==> config.mk <==
export PLATFORM = sky130hd
export DESIGN_NAME = alu_sequencer
export DESIGN_NICKNAME = d
export VERILOG_FILES = /design/src/rtl/alu_sequencer_pkg.sv /design/src/rtl/alu_sequencer_instr_decode.sv /design/src/rtl/alu_sequencer.sv
export SDC_FILE = /design/constraint.sdc
export NUM_CORES = 1
export LEC_CHECK = 0
export BUFFER_PORTS_ARGS = -buffer_cell sky130_fd_sc_hd__buf_2
export CORE_AREA = 2 2 60 51
export CTS_BUF_LIST = sky130_fd_sc_hd__clkbuf_4 sky130_fd_sc_hd__clkbuf_8
export CTS_CLUSTER_SIZE = 30
export DETAILED_ROUTE_END_ITERATION = 12
export DIE_AREA = 0 0 62 53
export GPL_ROUTABILITY_DRIVEN = 0
export GPL_TIMING_DRIVEN = 0
export PLACE_DENSITY = 0.74
export SLEW_MARGIN = 30
export SYNTH_ARGS = -nofsm -noshare
export SYNTH_HDL_FRONTEND = slang
export SYNTH_SLANG_ARGS = --single-unit
==> constraint.sdc <==
create_clock -name clk -period 2.25 [get_ports clk]
set_clock_uncertainty 0.2 [all_clocks]
set_input_delay 0.45 -clock clk [delete_from_list [all_inputs] [get_ports clk]]
set_output_delay 0.45 -clock clk [all_outputs]
set_load 0.1 [all_outputs]
==> src/rtl/alu_sequencer_pkg.sv <==
// ============================================================================
// Module : alu_sequencer_pkg
// Brief  : Shared ALU command types and sequencer instruction/state types.
// Rev    : 1.0  initial release
// ============================================================================
`default_nettype none

package alu_sequencer_pkg;

    typedef enum logic [1:0] {
        ALU_ADD  = 2'd0,
        ALU_NAND = 2'd1,
        ALU_SHFT = 2'd2
    } AluCmd;

    // flag=1 selects a right shift
    typedef struct packed {
        logic       flag;
        logic [2:0] shamt;
    } Immed;

    typedef enum logic [1:0] {
        OP_ADD  = 2'd0,
        OP_NAND = 2'd1,
        OP_SHFT = 2'd2,
        OP_JMP  = 2'd3
    } Opcode;

    typedef struct packed {
        Opcode      op;
        logic [1:0] ra;
        logic [1:0] rb;
        logic [1:0] rsvd;
    } InstrRR;

    typedef struct packed {
        Opcode      op;
        logic [1:0] ra;
        Immed       n;
    } InstrSh;

    typedef struct packed {
        Opcode      op;
        logic [5:0] off;
    } InstrJmp;

    typedef union packed {
        InstrRR  rr;
        InstrSh  sh;
        InstrJmp jmp;
    } Instr;

    typedef enum logic [2:0] {
        S_IDLE   = 3'd0,
        S_FETCH  = 3'd1,
        S_DECODE = 3'd2,
        S_EXEC   = 3'd3,
        S_HALTED = 3'd4
    } SeqState;

    // Jumps borrow the ADD command so alu_cmd is always a legal encoding
    function automatic AluCmd op_to_cmd(input Opcode op);
        AluCmd cmd;
        case (op)
            OP_NAND: cmd = ALU_NAND;
            OP_SHFT: cmd = ALU_SHFT;
            default: cmd = ALU_ADD;
        endcase
        return cmd;
    endfunction

endpackage

`default_nettype wire

==> src/rtl/alu_sequencer_instr_decode.sv <==
// ============================================================================
// Module : alu_sequencer_instr_decode
// Brief  : Combinational instruction decoder, IR -> ALU/regfile controls.
// Rev    : 1.0  initial release
// ============================================================================
`default_nettype none

module alu_sequencer_instr_decode
    import alu_sequencer_pkg::*;
(
    input  Instr        ir,
    output logic [1:0]  ra,
    output logic [1:0]  rb,
    output AluCmd       cmd,
    output Immed        n,
    output logic        is_jmp,
    output logic [5:0]  off
);

    // Field positions are shared by all forms, so no opcode muxing is needed
    assign ra     = ir.rr.ra;
    assign rb     = ir.rr.rb;
    assign n      = ir.sh.n;
    assign off    = ir.jmp.off;
    assign is_jmp = (ir.rr.op == OP_JMP);
    assign cmd    = op_to_cmd(ir.rr.op);

endmodule

`default_nettype wire

==> src/rtl/alu_sequencer.sv <==
// ============================================================================
// Module : alu_sequencer
// Brief  : Fetch/decode/execute sequencer driving the ALU and regfile controls.
// Rev    : 1.0  initial release
// ============================================================================
`default_nettype none

module alu_sequencer
    import alu_sequencer_pkg::*;
#(
    parameter int              PCW      = 8,
    parameter logic [PCW-1:0]  RESET_PC = '0
) (
    input  logic            clk,
    input  logic            rst_n,
    input  logic            start,
    output logic            imem_req,
    output logic [PCW-1:0]  imem_addr,
    input  logic            imem_valid,
    input  logic [7:0]      imem_rdata,
    output logic [1:0]      rf_ra,
    output logic [1:0]      rf_rb,
    output logic            rf_we,
    output AluCmd           alu_cmd,
    output Immed            alu_n,
    output logic            busy,
    output logic            halted
);

    SeqState          r_state;
    SeqState          w_state_next;
    logic [PCW-1:0]   r_pc;
    logic [PCW-1:0]   w_pc_next;
    Instr             r_ir;
    Instr             w_ir_next;

    logic             w_is_jmp;
    logic [5:0]       w_off;
    logic [PCW-1:0]   w_off_ext;

    alu_sequencer_instr_decode u_decode (
        .ir     (r_ir),
        .ra     (rf_ra),
        .rb     (rf_rb),
        .cmd    (alu_cmd),
        .n      (alu_n),
        .is_jmp (w_is_jmp),
        .off    (w_off)
    );

    assign w_off_ext = PCW'(signed'(w_off));

    always_ff @(posedge clk or negedge rst_n) begin
        if (!rst_n) begin
            r_state <= S_IDLE;
            r_pc    <= RESET_PC;
            r_ir    <= '0;
        end else begin
            r_state <= w_state_next;
            r_pc    <= w_pc_next;
            r_ir    <= w_ir_next;
        end
    end

    always_comb begin
        w_state_next = r_state;
        w_pc_next    = r_pc;
        w_ir_next    = r_ir;
        case (r_state)
            S_IDLE, S_HALTED: begin
                if (start) begin
                    w_state_next = S_FETCH;
                    w_pc_next    = RESET_PC;
                end
            end
            S_FETCH: begin
                if (imem_valid) begin
                    w_ir_next    = imem_rdata;
                    w_state_next = S_DECODE;
                end
            end
            S_DECODE: begin
                w_state_next = S_EXEC;
            end
            S_EXEC: begin
                if (!w_is_jmp) begin
                    w_pc_next    = r_pc + PCW'(1);
                    w_state_next = S_FETCH;
                end else if (w_off == 6'd0) begin
                    // Zero-offset jump is the halt instruction
                    w_state_next = S_HALTED;
                end else begin
                    w_pc_next    = r_pc + w_off_ext;
                    w_state_next = S_FETCH;
                end
            end
            default: begin
                w_state_next = S_IDLE;
            end
        endcase
    end

    assign imem_req  = (r_state == S_FETCH);
    assign imem_addr = r_pc;
    assign rf_we     = (r_state == S_EXEC) && !w_is_jmp;
    assign busy      = (r_state != S_IDLE) && (r_state != S_HALTED);
    assign halted    = (r_state == S_HALTED);

endmodule

`default_nettype wire
## After elaboration in Yosys (flattened, before gate mapping)

Cells that the tools add are included.

| storage, ports and cells | value |
|---|---|
| word-level logic and storage cells | 37 |
| memories | 0 |
| memory bits (writable) | 0 |
| register bits | 19 |
| bits in read-only memories | 0 |
| latch bits | 0 |
| output and inout bits | 22 |
| input bits | 12 |

| operators by class | value |
|---|---|
| magnitude comparators | 0 |
| add/subtract/negate cells | 2 |
| shift operators | 0 |
| multiplexer cells | 10 |
| divide/modulo/power cells | 0 |
| eq/ne operators | 11 |
| reductions and logical operators | 11 |
| $mul | 0 |
| bitwise operators | 0 |

Operators by type and width:

| operator | number |
|---|---|
| $mux W8 | 3 |
| $pmux W8 S2 | 1 |
| $mux W3 | 4 |
| $pmux W3 S4 | 1 |
| $add A8 B1 Y8 const B | 1 |
| $add A8 B8 Y8 | 1 |
| $eq A3 B2 Y1 const B | 2 |
| $logic_not A6 Y1 | 1 |
| $ne A3 B3 Y1 const B | 2 |
| $eq A2 B2 Y1 const B | 2 |
| $pmux W2 S2 | 1 |
| $reduce_and A2 Y1 | 2 |
| $eq A3 B1 Y1 const B | 1 |
| $eq A3 B3 Y1 const B | 1 |
| $logic_not A3 Y1 | 1 |
| $reduce_and A3 Y1 | 1 |
| $reduce_bool A3 Y1 | 1 |
| $eq A2 B1 Y1 const B | 1 |
| $logic_and A1 B1 Y1 | 2 |
| $ne A2 B1 Y1 const B | 1 |
| $ne A2 B2 Y1 const B | 1 |
| $reduce_bool A2 Y1 | 1 |
| $reduce_or A2 Y1 | 1 |
| $logic_not A1 Y1 | 1 |

## Longest topological paths before layout

| logic depth | value |
|---|---|
| word-level depth | 4 |
| depth in mapped cells | 9 |
| depth with buffers taken out | 9 |

## Modules after synthesis

A second synthesis with hierarchy kept.

| unflattened totals | value |
|---|---|
| cell total of the unflattened synthesis | 124 |
| area, all modules | 1268.7 um^2 |

By module, submodules not included:

| module | area an instance (um^2) | sequential area each (um^2) | cells each | times used |
|---|---|---|---|---|
| alu_sequencer | 1141.1 | 475.5 | 107 | 1 |
| alu_sequencer_instr_decode | 127.6 | 0.0 | 17 | 1 |

## Worst setup path before layout

No wires, ideal clock.

| timing path | value |
|---|---|
| kind | reg2out |
| from | register r_state[1] |
| to | output port halted |
| cell stages (with the launch flop) | 5 |
| required time | 1600 ps |
| path buffers | 1 |
| arrival | 2412 ps |
| setup slack | -812 ps |
| cell sequence | dfrtp_1 -> buf_2 -> nor2_1 -> inv_1 -> nor2_1 |

| on the way | value |
|---|---|
| word-level cells in the longest chain between the ends | 1 |

RTL lines:

| what | line | RTL |
|---|---|---|
| start, declared | alu_sequencer.sv:30 | `SeqState r_state;` |
| start signal, assigned | alu_sequencer.sv:59 | `r_state <= w_state_next;` |
| $eq A3 B3 Y1 | alu_sequencer.sv:107 | `assign halted = (r_state == S_HALTED);` |
| end, declared | alu_sequencer.sv:27 | `output logic halted` |

Every way passes these cells.

## Worst setup path in the final report

| timing path | value |
|---|---|
| from | register r_ir[7] (netlist bit) |
| to | register r_pc[6] (netlist: imem_addr[6]) |

| on the way | value |
|---|---|
| word-level cells in the longest chain between the ends | 3 |
| elaborated cells between the ends (all ways) | 5 |
| classes of those cells | eq/ne (2); mux (2); reduce/logical (1) |

RTL lines:

| what | line | RTL |
|---|---|---|
| start, declared | alu_sequencer.sv:34 | `Instr r_ir;` |
| start signal, assigned | alu_sequencer.sv:61 | `r_ir <= w_ir_next;` |
| $eq A2 B2 Y1 (*) | alu_sequencer_instr_decode.sv:25 | `assign is_jmp = (ir.rr.op == OP_JMP);` |
| $ne A3 B3 Y1 (no source line) or $mux W8 (tied branches) | n/a |  |
| $reduce_and A3 Y1 (no source line) or $pmux W8 S2 (tied branches) | n/a |  |
| end signal, assigned | alu_sequencer.sv:60 | `r_pc <= w_pc_next;` |
| end, declared | alu_sequencer.sv:32 | `logic [PCW-1:0] r_pc;` |

Mark *: on every way between the ends. The rest lies on a longest branch, timed or not.
A chain may end at the register's enable or synchronous reset.

==> results.md <==
* Status: finished, violations left
* Failing checks: negative setup slack
* Post-synthesis sequential area ratio at 0.390
* Clock sink count at 19
* Ports at 34
* Worst-Skew Late Latency at 0.31 ns
* First-pass GRT wire length at 4340 µm
* Antenna violations before repair at 0
* Max_cap viols at 0
* Tmin final at 2.32 ns
* Routed length per instance at 14.3 µm
* Post-DRT Antenna Nets at 0
* Core box area at 2660 µm²
* Pre-antenna DRT Iters at 4
* Combinational family with the most area after synthesis: simple AND/OR/NAND/NOR gates
* Most frequent cells after synthesis: dfrtp_1, nand2_1, buf_4
* Nets at 184
* Most common cell in the netlist: dfrtp_1
* Max-slew headroom at 0.674
* CP endpoint kind: flip-flop
* Clock transition at path regs at 0.12 ns
* Layout cells sized above 1 at 0.595
* Yosys warnings at 0
* Final setup viols at 2
* DRC viols at 0
* Synth top area share at 0.390
* Via count at 1,033
* Synth Cell Area at 1220 µm²
* Layout Utilization at 0.648
* Data arrival time of the worst path at 2.32 ns
* Syn Nets at 138
* Simple-gate area share of the yosys netlist at 0.167
* Critical-path top delay cell: fa_2
* Slew @ Worst Pin at 0.492 ns
* CP max FO at 3
* Asr flop ratio synth at 1.00
* Vias per std cell at 5.14
* Worst Setup Start Kind: flip-flop
* RSZ-0062 raised after global routing: yes
* WP buf/inv at 0
* Avg Cell Area, Syn at 10.3 µm²
* Register Area at 490 µm²
* Pin count of the biggest net entering global routing at 20
* Clock root buffer master: clkbuf_4
* Crit share post-route at 1.03
* Reg-to-reg setup timing slack at -0.07 ns
* Final worst slack at -0.0653 ns
* Hpwl dp at 1980 µm
* Synth Area in Compound Gates at 0.166
* Post-synth EDFFs at 0
* Antenna diodes at 0
* Initial core utilization at 0.458
* Total clock buffers created by CTS at 3
* #FFs+latches synth at 19
* Critical Path RT at 2.26 ns
* Max incr delay on CP at 0.40 ns
* Largest area contributor in the netlist: dfrtp_1
* Die ar. at 3290 µm²
* CP top delay family: compound AO/OA/AOI/OAI gates
* Fillers at 221
* Setup Crit Path Kind: flip-flop to flip-flop
* Clk buf depth at 2
* Slew Viols, Final at 0
* Area contributors post-synth: dfrtp_1, ha_1, mux2_2
* Max Freq at 432 MHz
* Hold WC Path Type: primary input to flip-flop
* Post-synth top flop: dfrtp_1
* Routed WL at 2870 µm
* Cells after synthesis at 118
* Syn-to-layout area delta at 41.4%
* Die height at 53 µm
* DIE WIDTH at 62 µm
* Area of the multi-input gates at 827 µm²
* Vias in the first global route at 1,009
* Total GRT Usage at 0.183
* Row cnt at 17
* # port buffers at 33
* DR iter-0 viols at 42
* Multiplexer share of the synthesized area at 0.0821
* Final hold violations at 0
* Crit-path cells: and2_4 -> nand2b_1 -> ha_4 -> fa_2 -> a211oi_2 -> o21bai_1 -> a21oi_1 -> xnor2_1 -> a22o_1
* CTS tree: yes
* Max H-tree Level at 1
* Xor and xnor fraction of the mapped netlist area at 0.0359
* Cell variety after synth at 38
* Grt ovf at 0
* Post-synthesis adder-cell area fraction at 0.0883
## timing repair
item                                   in CTS  in global routing
buffers inserted                            3                  4
hold buffers                                1                  0
pin swaps                                   1                  7
gates resized for setup                    11                 18
endpoints found under the hold margin      19                  0
setup endpoints to repair                   4                  6
## final cells by class
class / count / area share
clock buffer: 4 / 0.0174
timing repair buffer: 41 / 0.141
multi-input combinational: 86 / 0.480
sequential: 19 / 0.285
tap: 38 / 0.0276
inverter: 2 / 0.00436
buffer: 11 / 0.0450
## registers in the layout, indices dropped and copies added, names as in the netlist
register / count
r_ir: 8
imem_addr: 8
r_state: 3
## routing by layer
metal  routed length [µm]  vias to the layer above  global-route usage
li1                     -                      505                   -
met1                 1240                      499               0.231
met2                 1460                       27               0.304
met3                  154                        2              0.0562
met4                   10                        0              0.0390
met5                    0                        -                   0
## worst register-to-register path, delay by kind of cell, from the launching register on
kind | cells | cell delay [ns]
adders and majority gates | 2 | 0.60
DFF | 1 | 0.39
AOI/OAI and AO/OA | 4 | 0.70
xor gates and xnor gates | 1 | 0.09
and+or+nand+nor | 2 | 0.26
## worst paths after layout
path                                     from            to  cells after the start
max in group asynchronous               rst_n       r_ir[7]                      2
worst max-delay path                  r_ir[7]  imem_addr[6]                      9
worst min-delay path            imem_rdata[2]       r_ir[2]                      2
min in group asynchronous               rst_n  imem_addr[7]                      2
worst min register to register     r_state[2]    r_state[1]                      1
worst max register to register        r_ir[7]  imem_addr[6]                      9
## through the flow
stage / cells / instance area, µm² / hold slack [ns] / setup slack (ns) / TNS (ns)
2_1_floorplan: 118 / 1270 / -0.0456 / -0.167 / -0.490
3_3_place_gp: 189 / 1490 / 0.213 / -0.266 / -0.398
3_5_place_dp: 189 / 1490 / 0.219 / -0.307 / -0.537
4_1_cts: 197 / 1600 / 0.163 / -0.0458 / -0.0815
5_1_grt: 201 / 1720 / 0.164 / -0.147 / -0.276
6_report: 201 / 1720 / 0.173 / -0.0653 / -0.115
## placed cells by master (no fill, tap or decap), drive strengths merged, types with 3 or more instances in the layout
cell type   n
buf        49
dfrtp      19
nand2      10
mux2        8
a21oi       8
ha          7
clkbuf      6
and3        6
nor2        6
a22o        4
o21ai       4
nand2b      3
xnor2       3
nand3       3
## logic make-up after synthesis
group / Yosys count
adder cells (fa/ha/maj): 8
AO/OA/AOI/OAI: 27
multiplexers: 9
flip-flops: 19
AND/OR/NAND/NOR: 37
XOR/XNOR: 5
buffers and inverters: 13
Power is not shown: default switching activity piles up to over one toggle a cycle in this logic, so the estimate is an artifact.
